### config.mk
export PLATFORM = sky130hd
export DESIGN_NAME = multiplier_fp
export DESIGN_NICKNAME = d
export VERILOG_FILES = /design/src/rtl/multiplier_fp_pkg.sv /design/src/rtl/multiplier_fp_classify.sv /design/src/rtl/multiplier_fp.sv
export SDC_FILE = /design/constraint.sdc
export NUM_CORES = 2
export LEC_CHECK = 0
export ABC_AREA = 1
export BUFFER_PORTS_ARGS = -buffer_cell sky130_fd_sc_hd__clkbuf_2
export CORE_ASPECT_RATIO = 0.6
export CORE_MARGIN = 3
export CORE_UTILIZATION = 50
export DETAILED_ROUTE_END_ITERATION = 6
export PLACE_DENSITY = 0.68
export SETUP_SLACK_MARGIN = 0.5
export SLEW_MARGIN = 20
export SYNTH_ARGS = -nofsm -noshare
export SYNTH_HDL_FRONTEND = slang
export SYNTH_SLANG_ARGS = --single-unit
### constraint.sdc
create_clock -name clk -period 6.5 [get_ports clk]
set_clock_uncertainty 0.05 [all_clocks]
set_input_delay 0.325 -clock clk [delete_from_list [all_inputs] [get_ports clk]]
set_output_delay 0.325 -clock clk [all_outputs]
set_load 0.005 [all_outputs]
### src/rtl/multiplier_fp_pkg.sv
// Shared types and constants for the binary32 multi-cycle multiplier.
package multiplier_fp_pkg;

    localparam int unsigned EXP_W  = 8;
    localparam int unsigned FRAC_W = 23;
    localparam int unsigned MANT_W = FRAC_W + 1;
    localparam int unsigned PROD_W = 2 * MANT_W;
    // Internal exponent width: signed, wide enough for ea + eb - bias plus two increments
    localparam int unsigned EXPI_W = 10;

    localparam logic signed [EXPI_W-1:0] MFP_BIAS    = 10'sd127;
    localparam logic signed [EXPI_W-1:0] MFP_EXP_MAX = 10'sd255;
    localparam logic [31:0]              MFP_QNAN    = 32'h7FC00000;
    localparam logic [30:0]              MFP_INF     = 31'h7F800000;

    typedef enum logic [2:0] {
        StIdle,
        StUnpack,
        StMult,
        StNorm,
        StRound,
        StDone
    } mfp_state_t;

    // Result class decided once at unpack time, carried through the pipeline
    typedef enum logic [1:0] {
        SpNormal,
        SpNan,
        SpInf,
        SpZero
    } mfp_special_t;

endpackage

### src/rtl/multiplier_fp_classify.sv
// Combinational binary32 operand classifier and unpacker.
// Subnormals are reported as zero and unpack to a zero mantissa.
module multiplier_fp_classify
    import multiplier_fp_pkg::*;
(
    input  logic [31:0]       operand_i,
    output logic              is_zero_o,
    output logic              is_inf_o,
    output logic              is_nan_o,
    output logic [EXP_W-1:0]  exp_o,
    output logic [MANT_W-1:0] mant_o
);

    logic [EXP_W-1:0]  exp_f;
    logic [FRAC_W-1:0] frac_f;
    logic              exp_all1;

    // Decode the exponent/fraction fields into class bits and a hidden-1 mantissa
    always_comb begin
        exp_f     = operand_i[30:23];
        frac_f    = operand_i[22:0];
        exp_all1  = (exp_f == {EXP_W{1'b1}});
        is_nan_o  = exp_all1 && (frac_f != '0);
        is_inf_o  = exp_all1 && (frac_f == '0);
        is_zero_o = (exp_f == '0);
        exp_o     = exp_f;
        mant_o    = is_zero_o ? '0 : {1'b1, frac_f};
    end

endmodule

### src/rtl/multiplier_fp.sv
// Multi-cycle IEEE 754 binary32 multiplier with start/done handshake.
// Build option: MULTIPLIER_FP_RNE_EN selects round-to-nearest-even; otherwise the
// result is truncated toward zero.
// Note: rst_n is an asynchronous, active-high reset despite its name.
module multiplier_fp
    import multiplier_fp_pkg::*;
(
    input  logic        clk,
    input  logic        rst_n,
    input  logic        start_i,
    input  logic [31:0] a_i,
    input  logic [31:0] b_i,
    output logic [31:0] product_o,
    output logic        done_o,
    output logic        nan_o,
    output logic        infinit_o,
    output logic        overflow_o,
    output logic        underflow_o
);

    mfp_state_t               state_q;
    logic [31:0]              a_q, b_q;
    logic                     sign_q;
    mfp_special_t             special_q, special_d;
    logic signed [EXPI_W-1:0] exp_q, exp_sum_d, exp_norm_d, exp_rnd;
    logic [MANT_W-1:0]        ma_q, mb_q;
    logic [PROD_W-1:0]        prod_q, prod_d;
    logic [FRAC_W-1:0]        frac_q, frac_d, frac_rnd;
    logic                     guard_q, guard_d, rnd_q, rnd_d, sticky_q, sticky_d;
    logic                     round_up, carry;
    logic [31:0]              product_q, product_d;
    logic                     done_q, nan_q, nan_d, inf_q, inf_d, ovf_q, ovf_d, unf_q, unf_d;

    logic              a_zero, a_inf, a_nan, b_zero, b_inf, b_nan;
    logic [EXP_W-1:0]  a_exp, b_exp;
    logic [MANT_W-1:0] a_mant, b_mant;

    multiplier_fp_classify u_classify_a (
        .operand_i (a_q),
        .is_zero_o (a_zero),
        .is_inf_o  (a_inf),
        .is_nan_o  (a_nan),
        .exp_o     (a_exp),
        .mant_o    (a_mant)
    );

    multiplier_fp_classify u_classify_b (
        .operand_i (b_q),
        .is_zero_o (b_zero),
        .is_inf_o  (b_inf),
        .is_nan_o  (b_nan),
        .exp_o     (b_exp),
        .mant_o    (b_mant)
    );

    // Unpack/multiply stages: special-case priority, biased exponent sum, raw product
    always_comb begin
        special_d = SpNormal;
        if (a_nan || b_nan || (a_inf && b_zero) || (b_inf && a_zero)) begin
            special_d = SpNan;
        end else if (a_inf || b_inf) begin
            special_d = SpInf;
        end else if (a_zero || b_zero) begin
            special_d = SpZero;
        end
        exp_sum_d = $signed({2'b00, a_exp}) + $signed({2'b00, b_exp}) - MFP_BIAS;
        prod_d    = {{MANT_W{1'b0}}, ma_q} * {{MANT_W{1'b0}}, mb_q};
    end

    // Normalize stage: a product in [2,4) is shifted right by one and the exponent bumped
    always_comb begin
        exp_norm_d = exp_q;
        if (prod_q[PROD_W-1]) begin
            frac_d     = prod_q[46:24];
            guard_d    = prod_q[23];
            rnd_d      = prod_q[22];
            sticky_d   = |prod_q[21:0];
            exp_norm_d = exp_q + 10'sd1;
        end else begin
            frac_d     = prod_q[45:23];
            guard_d    = prod_q[22];
            rnd_d      = prod_q[21];
            sticky_d   = |prod_q[20:0];
        end
    end

`ifndef MULTIPLIER_FP_RNE_EN
    // Guard/round/sticky only feed the rounding decision in the RNE build
    logic unused_grs;
    assign unused_grs = ^{guard_q, rnd_q, sticky_q};
`endif

    // Round stage and final result/flag selection
    always_comb begin
        round_up = 1'b0;
`ifdef MULTIPLIER_FP_RNE_EN
        round_up = guard_q & (rnd_q | sticky_q | frac_q[0]);
`endif
        // A carry out of the fraction means the mantissa rolled over to 2.0: 1.0 x 2^(e+1)
        {carry, frac_rnd} = {1'b0, frac_q} + {{FRAC_W{1'b0}}, round_up};
        exp_rnd = exp_q + {{(EXPI_W-1){1'b0}}, carry};

        product_d = 32'd0;
        nan_d     = 1'b0;
        inf_d     = 1'b0;
        ovf_d     = 1'b0;
        unf_d     = 1'b0;
        case (special_q)
            SpNan: begin
                product_d = MFP_QNAN;
                nan_d     = 1'b1;
            end
            SpInf: begin
                product_d = {sign_q, MFP_INF};
                inf_d     = 1'b1;
            end
            SpZero: begin
                product_d = {sign_q, 31'd0};
            end
            default: begin
                if (exp_rnd >= MFP_EXP_MAX) begin
                    product_d = {sign_q, MFP_INF};
                    ovf_d     = 1'b1;
                end else if (exp_rnd <= 10'sd0) begin
                    product_d = {sign_q, 31'd0};
                    unf_d     = 1'b1;
                end else begin
                    product_d = {sign_q, exp_rnd[EXP_W-1:0], frac_rnd};
                end
            end
        endcase
    end

    // Control FSM plus per-stage datapath registers and registered outputs
    always_ff @(posedge clk or posedge rst_n) begin
        if (rst_n) begin
            state_q   <= StIdle;
            a_q       <= '0;
            b_q       <= '0;
            sign_q    <= 1'b0;
            special_q <= SpNormal;
            exp_q     <= '0;
            ma_q      <= '0;
            mb_q      <= '0;
            prod_q    <= '0;
            frac_q    <= '0;
            guard_q   <= 1'b0;
            rnd_q     <= 1'b0;
            sticky_q  <= 1'b0;
            product_q <= '0;
            done_q    <= 1'b0;
            nan_q     <= 1'b0;
            inf_q     <= 1'b0;
            ovf_q     <= 1'b0;
            unf_q     <= 1'b0;
        end else begin
            case (state_q)
                StIdle: begin
                    done_q <= 1'b0;
                    if (start_i) begin
                        a_q     <= a_i;
                        b_q     <= b_i;
                        state_q <= StUnpack;
                    end
                end
                StUnpack: begin
                    sign_q    <= a_q[31] ^ b_q[31];
                    special_q <= special_d;
                    exp_q     <= exp_sum_d;
                    ma_q      <= a_mant;
                    mb_q      <= b_mant;
                    state_q   <= StMult;
                end
                StMult: begin
                    prod_q  <= prod_d;
                    state_q <= StNorm;
                end
                StNorm: begin
                    frac_q   <= frac_d;
                    guard_q  <= guard_d;
                    rnd_q    <= rnd_d;
                    sticky_q <= sticky_d;
                    exp_q    <= exp_norm_d;
                    state_q  <= StRound;
                end
                StRound: begin
                    product_q <= product_d;
                    nan_q     <= nan_d;
                    inf_q     <= inf_d;
                    ovf_q     <= ovf_d;
                    unf_q     <= unf_d;
                    done_q    <= 1'b1;
                    state_q   <= StDone;
                end
                StDone: begin
                    done_q  <= 1'b0;
                    state_q <= StIdle;
                end
                default: begin
                    state_q <= StIdle;
                end
            endcase
        end
    end

    assign product_o   = product_q;
    assign done_o      = done_q;
    assign nan_o       = nan_q;
    assign infinit_o   = inf_q;
    assign overflow_o  = ovf_q;
    assign underflow_o = unf_q;

endmodule

==> flow_metrics.env <==
export IMPL_die_w_um=317.1
export IMPL_worstMarginPinSlew_ns=0.9682
export IMPL_grtUsageTotal_pct=29.21
export IMPL_boundaryPins=104
export IMPL_max_stage_delay_ns=0.56
export IMPL_nets=4686
export IMPL_maxCapViolCount=0
export IMPL_diodes=0
export IMPL_final_period_utilization_pct=97.26
export IMPL_worstSetupStartpointType="register"
export IMPL_h_tree_depth=1
export IMPL_hpwl_mm=69.43
export IMPL_synth_edf_count=0
export IMPL_synth_ff_type="dfrtp_1"
export IMPL_final_cell_mix="990 x inv_1, 852 x nand2_1, 445 x fa_1"
export IMPL_drive_gt1_share_pct=18.81
export IMPL_grt_pass1_wl_mm=137.7
export IMPL_setup_slack_ns=0.1784
export IMPL_synth_seq_cells=213
export IMPL_dp_cells=4581
export IMPL_path_buf_inv=9
export IMPL_coreArea_sq_um=56590
export IMPL_ys_async_sr_fraction_pct=100.0
export IMPL_crit_path_max_fanout=10
export IMPL_arrival_ns=6.74
export IMPL_routed_wirelength_mm=87.58
export IMPL_antenna_left=0
export IMPL_final_fill_count=4825
export IMPL_layout_commonest_cell="inv_1"
export IMPL_drv_slew=0
export IMPL_utilization_pct=61.53
export IMPL_first_pass_iters=6
export IMPL_die_area_sq_um=61110
export IMPL_clock_latency_ns=0.54
export IMPL_endpoint_kind="register"
export IMPL_cp_slowest_cell="fa_2"
export IMPL_syn_area_sq_um=29040
export IMPL_post_route_min_period_ns=6.322
export IMPL_vias_per_cell=5.156
export IMPL_stdcell_count=4719
export IMPL_synth_cells=3721
export IMPL_multiInputGateArea_sq_um=20380
export IMPL_setup_viol=0
export IMPL_synth_area_leaders="fa_1 33%, dfrtp_1 18%, inv_1 14%"
export IMPL_preCtsSetupSlack_ns=-0.1128
export IMPL_vias=24329
export IMPL_avgSynthCellArea_sq_um=7.805
export IMPL_criticalPathCategory="reg2reg"
export IMPL_synth_seq_area_share_pct=18.35
export IMPL_ys_warn_count=0
export IMPL_cts_made_buffers=22
export IMPL_drt_wirelength_per_cell_um=18.56
export IMPL_grt_pass1_vias=24473
export IMPL_rows=67
export IMPL_initial_core_util_pct=51.33
export IMPL_cts_tree="done"
export IMPL_synth_distinct_cells=41
export IMPL_drtIter0Drc=2246
export IMPL_cts_buffer_depth=3
export IMPL_area_sequential_sq_um=5361
export IMPL_cts_root_buffer="clkbuf_16"
export IMPL_hp_class="in2reg"
export IMPL_path_clk_slew_ns=0.08
export IMPL_max_slew_margin_rel_pct=35.32
export IMPL_grt_setup_unrepaired="true"
export IMPL_drc=0
export IMPL_finalHoldViolations=0
export IMPL_grt_antenna_before_repair=0
export IMPL_synth_top_area_cell="fa_1"
export IMPL_cts_sink_count=213
export IMPL_area_growth_pct=19.87
export IMPL_path_common_cell="fa_1"
export IMPL_final_area_sq_um=34810
export IMPL_die_y_um=192.7
export IMPL_required_ns=6.92
export IMPL_crit_family="adder cells"
export IMPL_fmax_mhz=158.2
export IMPL_synth_nets=4462
export IMPL_yosys_area_top_type_share_pct=33.22
export IMPL_overflow=0
export IMPL_placed_cell_area_sq_um=31530
export IMPL_gp_congestion=0.9565
export IMPL_io_buffers=103
export IMPL_status="completed"
export IMPL_grt_start_max_net_pins=123
==> repair_timing <==
action                                  in CTS  in global routing
cloned                                       0                  2
endpoints found under the hold margin       81                  0
pin swaps                                   91                 88
endpoints found under the setup margin      25                 25
buffers inserted                            42                 15
resized for setup                          229                253
hold buffers                                40                  0
==> per-layer routing <==
metal	wire length, um	share of wire, %	GRT usage [%]	up-vias
met4	1200	1.4	4.170	2
met2	34130	39	38.77	1208
li1	-	-	-	11208
met1	40030	46	45.31	11837
met3	12140	14	11.26	74
met5	80	0.091	0.8929	-
==> sequential cells by signal, summed over array words and instances (netlist names) <==
signal       count
b_q             32
prod_q          25
product_o       32
mb_q            24
a_q             32
overflow_o       1
done_o           1
sign_q           1
underflow_o      1
frac_q          23
exp_q           10
state_q          3
nan_o            1
infinit_o        1
special_q        2
ma_q            24
==> cell usage after synthesis, types with 13 or more instances <==
| master | instances |
|---|---|
| nand2_1 | 917 |
| nand3_1 | 54 |
| ha_1 | 192 |
| buf_2 | 13 |
| o211ai_1 | 33 |
| mux2_2 | 14 |
| dfrtp_1 | 213 |
| nor2_1 | 178 |
| fa_1 | 482 |
| a21oi_1 | 117 |
| nand4_1 | 24 |
| o21ai_0 | 161 |
| inv_1 | 1061 |
| clkbuf_1 | 170 |
| nor3_1 | 13 |
==> through the flow <==
| stage | hold slack (ns) | setup TNS [ns] |
|---|---|---|
| 2_1_floorplan | 0.3991 | 0 |
| 6_report | 0.008429 | 0 |
| 3_3_place_gp | 0.4143 | -0.4298 |
| 4_1_cts | 0.001645 | 0 |
| 3_5_place_dp | 0.4166 | -0.8153 |
| 5_1_grt | 0.002234 | -0.04273 |
==> final timing paths <==
kind	start	to	slack, ns	cells past startpoint
worst min-delay path	a_i[20]	a_q[20]$_DFFE_PP0P_	0.008	3
min in group asynchronous	rst_n	mb_q[0]$_DFFE_PP0P_	0.49	3
worst min register to register	underflow_o$_DFFE_PP0P_	underflow_o$_DFFE_PP0P_	0.44	2
worst max register to register	mb_q[6]$_DFFE_PP0P_	prod_q[29]$_DFFE_PP0P_	0.18	27
max in group asynchronous	rst_n	ma_q[19]$_DFFE_PP0P_	4.62	4
worst max-delay path	mb_q[6]$_DFFE_PP0P_	prod_q[29]$_DFFE_PP0P_	0.18	27
==> logic make-up after synthesis <==
group	Yosys count	synth area share (%)
and+or+nand+nor	1208	16.36
DFF	213	18.35
muxes	14	0.5428
AOI/OAI and AO/OA	351	6.635
adders and majority gates	674	41.50
buffers and inverters	1246	16.16
xor gates and xnor gates	15	0.4523
==> tightest hold or removal path: stages <==
cell,delay [ns]
clkbuf_2,0.08
nor2_1,0.04
a21oi_1,0.11
==> final cells by class <==
cell class | count | share of cell area (%)
Multi-Input combinational cell | 2262 | 58.55
Sequential cell | 213 | 15.40
Inverter | 1061 | 11.47
Timing Repair Buffer | 385 | 9.585
Tap cell | 759 | 2.728
Clock buffer | 28 | 1.793
Clock inverter | 11 | 0.4744
Power is left out: the tool's default activity adds up to more than one toggle a clock period on the data nets, which glitch-free logic cannot reach.
